`src/rtl/xarray_loader_if.sv`:
```
// Handshake bundle between the feature-word source, the xarray loader and the
// inner-product bank that consumes the assembled window.
interface xarray_loader_if #(
  parameter int N = 41,
  parameter int W = 32
);
  logic         in_valid;
  logic         in_ready;
  logic [W-1:0] in_data;
  logic         in_last;
  logic [W-1:0] xarray [0:N-1];
  logic         x_valid;
  logic         x_ack;
  logic         short_frame;
  logic         long_frame;

  modport master (
    output in_valid, in_data, in_last, x_ack,
    input  in_ready, xarray, x_valid, short_frame, long_frame
  );

  modport slave (
    input  in_valid, in_data, in_last, x_ack,
    output in_ready, xarray, x_valid, short_frame, long_frame
  );
endinterface

```
`src/rtl/xarray_loader.sv`:
```
// Collects up to N feature words into a window, presents it to the consumer
// until acknowledged, then clears the window and starts collecting again.
//
//   state | meaning
//   FILL  | accepting words into xarray[cnt]
//   HOLD  | window complete and stable, waiting for x_ack
module xarray_loader #(
  parameter int N = 41,
  parameter int W = 32
) (
  input logic            clock,
  input logic            reset,
  xarray_loader_if.slave bus
);
  localparam int CW = $clog2(N + 1);

  typedef enum logic {FILL = 1'b0, HOLD = 1'b1} state_t;

  state_t         state;
  state_t         state_nxt;
  logic [CW-1:0]  cnt;
  logic [W-1:0]   xr [0:N-1];
  logic           accept;
  logic           at_end;
  logic           release_win;
  logic           short_nxt;
  logic           long_nxt;
  logic           short_q;
  logic           long_q;

  always_comb begin
    state_nxt   = state;
    accept      = 1'b0;
    release_win = 1'b0;
    short_nxt   = 1'b0;
    long_nxt    = 1'b0;
    at_end      = (cnt == CW'(N - 1));
    case (state)
      FILL: begin
        accept = bus.in_valid;
        if (accept && (bus.in_last || at_end)) begin
          state_nxt = HOLD;
          short_nxt = bus.in_last && !at_end;
          long_nxt  = !bus.in_last && at_end;
        end
      end
      HOLD: begin
        if (bus.x_ack) begin
          release_win = 1'b1;
          state_nxt   = FILL;
        end
      end
      default: state_nxt = FILL;
    endcase
  end

  always_ff @(posedge clock) begin
    if (reset) begin
      state   <= FILL;
      cnt     <= '0;
      short_q <= 1'b0;
      long_q  <= 1'b0;
      for (int i = 0; i < N; i++) xr[i] <= '0;
    end else begin
      state   <= state_nxt;
      short_q <= short_nxt;
      long_q  <= long_nxt;
      if (accept) begin
        xr[cnt] <= bus.in_data;
        // cnt parks at N-1 on a long frame; the ack clears it
        if (!at_end) cnt <= cnt + CW'(1);
      end else if (release_win) begin
        cnt <= '0;
        for (int i = 0; i < N; i++) xr[i] <= '0;
      end
    end
  end

  assign bus.in_ready    = (state == FILL);
  assign bus.x_valid     = (state == HOLD);
  assign bus.short_frame = short_q;
  assign bus.long_frame  = long_q;
  assign bus.xarray      = xr;
endmodule

```
`src/flat_wrapper.sv`:
```
// flat-port wrapper written by rule: the top's interface ports become plain ports
module xarray_loader_flat 
#(
  parameter int N = 41,
  parameter int W = 32
)
  (clock, reset, bus_in_valid, bus_in_data, bus_in_last, bus_x_ack, bus_in_ready, bus_xarray, bus_x_valid, bus_short_frame, bus_long_frame);
  xarray_loader_if #(.N(N), .W(W)) bus_i ();
  input logic clock;
  input logic reset;
  input wire logic [$bits(bus_i.in_valid)-1:0] bus_in_valid;
  input wire logic [$bits(bus_i.in_data)-1:0] bus_in_data;
  input wire logic [$bits(bus_i.in_last)-1:0] bus_in_last;
  input wire logic [$bits(bus_i.x_ack)-1:0] bus_x_ack;
  output wire logic [$bits(bus_i.in_ready)-1:0] bus_in_ready;
  output wire logic [$bits(bus_i.xarray)-1:0] bus_xarray;
  output wire logic [$bits(bus_i.x_valid)-1:0] bus_x_valid;
  output wire logic [$bits(bus_i.short_frame)-1:0] bus_short_frame;
  output wire logic [$bits(bus_i.long_frame)-1:0] bus_long_frame;
  assign bus_i.in_valid = bus_in_valid;
  assign bus_i.in_data = bus_in_data;
  assign bus_i.in_last = bus_in_last;
  assign bus_i.x_ack = bus_x_ack;
  assign bus_in_ready = bus_i.in_ready;
  assign bus_xarray = {>>{bus_i.xarray}};
  assign bus_x_valid = bus_i.x_valid;
  assign bus_short_frame = bus_i.short_frame;
  assign bus_long_frame = bus_i.long_frame;
  xarray_loader #(.N(N), .W(W)) u_core (.clock(clock), .reset(reset), .bus(bus_i));
endmodule
```
`config.mk`:
```
export PLATFORM = sky130hd
export DESIGN_NAME = xarray_loader_flat
export DESIGN_NICKNAME = d
export VERILOG_FILES = /design/src/rtl/xarray_loader_if.sv /design/src/rtl/xarray_loader.sv /design/src/flat_wrapper.sv
export SDC_FILE = /design/constraint.sdc
export NUM_CORES = 2
export LEC_CHECK = 0
export CELL_PAD_IN_SITES_DETAIL_PLACEMENT = 2
export CELL_PAD_IN_SITES_GLOBAL_PLACEMENT = 2
export CORE_AREA = 8 8 523 525
export CTS_CLUSTER_SIZE = 40
export DETAILED_ROUTE_END_ITERATION = 8
export DIE_AREA = 0 0 531 533
export PLACE_DENSITY = 0.49
export RECOVER_POWER = 50
export SYNTH_ARGS = -nofsm -noshare
export SYNTH_HDL_FRONTEND = slang
export SYNTH_SLANG_ARGS = --single-unit
```
`constraint.sdc`:
```
create_clock -name clock -period 2.05 [get_ports clock]
set_input_delay 0.5125 -clock clock [delete_from_list [all_inputs] [get_ports clock]]
set_output_delay 0.5125 -clock clock [all_outputs]
set_load 0.02 [all_outputs]
```
==> flow_summary.yaml <==
critical_path:
  cp-end-kind: "flip-flop"
  worstPathBufferInverterCount: 5
  cpMostUsedCell: "sky130_fd_sc_hd__buf_12"
  cell_with_the_largest_stage_delay_on_the_worst_path: "sky130_fd_sc_hd__dlygate4sd3_1"
  worstPathMaxFanout: 13
  required_ns: 2.74
  cp_data_arrival_time_ns: 2.75
  regToRegEndpoint: "u_core.bus.xarray[712]$_SDFFE_PP0P_"
  crit_chain: "dlygate4sd3_1 -> buf_4 -> a21oi_2 -> buf_12 -> buf_12 -> clkbuf_2 -> nand2_1 -> mux2i_1"
  timing_worst_setup_path_type: "input pin to flip-flop"
  setup.worst_path.start_class: "input pin"
  timing.rr.start: "u_core.cnt[4]$_SDFFE_PP0P_"
  worst_r2r_path_depth: 6
  r2r_setup_slack_ns: 0.09
  crit_path_max_incr_delay_ns: 0.67
  cp_top_family: "buffers and inverters"
synth:
  synthDominantAreaCellType: "sky130_fd_sc_hd__dfxtp_1"
  number_of_nets_in_the_synthesized_netlist: 4542
  yosys-top-cells-area: "sky130_fd_sc_hd__dfxtp_1, sky130_fd_sc_hd__mux2i_1, sky130_fd_sc_hd__nand2_1"
  synth_area_mm2: 0.0477
  netlist-cell-type-count: 41
  synthesis.instances: 4503
  synth_top_flop_cell: "sky130_fd_sc_hd__dfxtp_1"
  register_bit_count_reported_by_yosys: 1321
  yosys_synthesis_warning_count: 0
  post_synthesis_area_per_instance_um2: 10.6
  yosys.area.top_type_share_pct: 55.5
  asyncSetResetFlopFracSynth_pct: 0
  netlist_top_cells_count: "sky130_fd_sc_hd__nand2_1, sky130_fd_sc_hd__dfxtp_1, sky130_fd_sc_hd__mux2i_1, sky130_fd_sc_hd__clkbuf_1, sky130_fd_sc_hd__buf_2"
  number_of_enable_type_register_cells_in_the_synthesized_netlist: 0
  synth_seq_area_share_pct: 55.5
  synth_most_common_cell: "sky130_fd_sc_hd__nand2_1"
global_routing:
  vias_in_the_first_global_route: 42674
  track_usage_pct: 19.0
  global_route.overflow_total: 0
  global_route_wire_length_before_repair_um: 375000
  pin_count_of_the_biggest_net_entering_global_routing: 42
  antenna_found_initial: 24
die:
  die_width_um: 531
  die_h_um: 533
  initial_standard_cell_utilization_of_the_core_pct: 17.9
  core_area_mm2: 0.266
  io_pins: 1353
  rows: 190
  design.die.area_mm2: 0.283
final_layout:
  nets: 5991
  final_core_util_pct: 25.4
  nFillCells: 29521
  drive_above_1_share_pct: 32.0
  areaGrowthSynthToFinish_pct: 41.6
hold_path:
  timing.hold.worst_path_depth: 2
  timing.hold.worst.start: "bus_in_last"
  hp_class: "input pin to flip-flop"
  worst_hold_endpoint: "u_core.bus.long_frame$_SDFF_PP0_"
sta:
  finalCriticalPeriod_ns: 2.06
  rsz0062_at_grt: "false"
  setup-violations-final: 1
  slew-limit-headroom_pct: 62.3
  worst_pin_slew_ns: 0.566
  timing_hold_violations_final: 0
  timing.fmax_mhz: 485
  timing.setup.tns_ns: -0.0113
  final_hold_slack_ns: 0.351
  finalCritPeriodShare_pct: 101
  final.setup.worst_slack_ns: -0.0113
  drv_slew: 0
  finalClockSkew_ns: 0.0669
power:
  power_leakage_nw: 32.0
  p_per_area_mw_per_mm2: 874
  power.ir.vdd_worst_mv: 0.787
  power.total_w: 0.0591
cts:
  post_cts_buffers: 0
  clock_net_sink_count: 1321
  root_buffer: "sky130_fd_sc_hd__clkbuf_16"
  cts_tree: "yes"
  clk-insertion-delay-late_ns: 0.83
  clkTransAtPathRegs_ns: 0.06
  clock_h_tree_levels: 4
  maximum_clock_insertion_buffer_count: 3
  clock_buffers_created_by_tritoncts: 167
detailed_routing:
  finalWirelength_um: 281000
  routed-via-count: 38969
  drt-wirelength-per-cell_um: 29.2
  detail_route.vias_per_cell: 4.04
  drc: 0
  drt_pass1_iterations: 4
  drt_iter0_markers: 1328
  detail-route-antenna-nets: 0
outcome:
  status: "complete, but fails checks"
  violated_checks: "negative setup slack"
place:
  place.gp.congestion: 0.756
  io_buffers: 1352
  hpwlAfterDp_um: 206000
  dp_slack_ns: -0.644
flow_run:
  max_cap_violations: 0
==> cells by family (layout without fill, tap and decap cells) <==
logic type	after synthesis	in the layout	synth area share (%)
flip-flops	1321	1321	55.5
buffers and inverters	429	2016	4.65
AO/OA/AOI/OAI	11	11	0.155
adder cells (fa/ha/maj)	2	2	0.0525
other	0	8	0
multiplexers	1314	1314	27.6
AND/OR/NAND/NOR	1426	1426	12.1
==> metrics by stage <==
step                instances  instance area, um2
global route             9648               67500
floorplan                4503               47700
detailed placement       9335               68900
global placement         9335               68900
CTS                      9642               69300
finish                   9650               67500
==> registers in the layout, summed over array words and instances (netlist names) <==
register / flops
u_core.bus.long_frame: 1
u_core.bus.short_frame: 1
u_core.bus.x_valid: 1
u_core.bus.xarray: 1312
u_core.cnt: 6
==> how the worst max path moves through the flow <==
| stage | from | end | cells after the start |
|---|---|---|---|
| after floorplan | reset | u_core.bus.xarray[1065]$_SDFFE_PP0P_ | 6 |
| after global placement | bus_in_valid | u_core.bus.xarray[933]$_SDFFE_PP0P_ | 7 |
| after detailed placement | bus_in_valid | u_core.bus.xarray[956]$_SDFFE_PP0P_ | 7 |
| after CTS | u_core.bus.xarray[776]$_SDFFE_PP0P_ | bus_xarray[776] | 1 |
| after global routing | reset | u_core.bus.xarray[1225]$_SDFFE_PP0P_ | 8 |
| final | reset | u_core.bus.xarray[1203]$_SDFFE_PP0P_ | 8 |
==> placed cells by master, fill, tap and decap left out, types with 62 or more instances in the layout <==
cell,count
sky130_fd_sc_hd__nand2_1,1317
sky130_fd_sc_hd__mux2i_1,1313
sky130_fd_sc_hd__clkbuf_2,199
sky130_fd_sc_hd__clkbuf_16,168
sky130_fd_sc_hd__buf_4,140
sky130_fd_sc_hd__dfxtp_1,1311
sky130_fd_sc_hd__clkdlybuf4s15_2,62
sky130_fd_sc_hd__clkbuf_1,108
sky130_fd_sc_hd__buf_2,1011
sky130_fd_sc_hd__buf_12,130
==> repair_timing <==
item,in CTS,in global routing
resized for setup,5259,462
endpoints found under the setup margin,1485,329
hold buffers,0,0
hold endpoints to repair,0,0
==> power breakdown <==
group	internal, W	switching (W)
combinational	0.000965	0.00236
clock	0.0173	0.0126
sequential	0.0258	0.0000668
total	0.0440	0.0151
==> cell type report <==
cell class,count,area (um2),share of cell area [%]
clock inverter,45,536,0.793
multi-input combinational,2753,19400,28.7
sequential,1321,26500,39.2
clock buffer,262,4980,7.37
inverter,5,20.0,0.0296
antenna,8,20.0,0.0296
tap,3552,4440,6.58
timing repair buffer,1704,11700,17.3
==> per-layer routing <==
layer  vias to the layer above  share of wire (%)  global-route usage, %
met2                      1161                 48                   32.9
met4                         0                2.3                   4.47
met3                       262                8.3                   7.36
li1                      17682                  -                      -
met5                         -                  0                      0
met1                     19864                 41                   22.0
No activity file was read; power rests on OpenSTA's default activity.
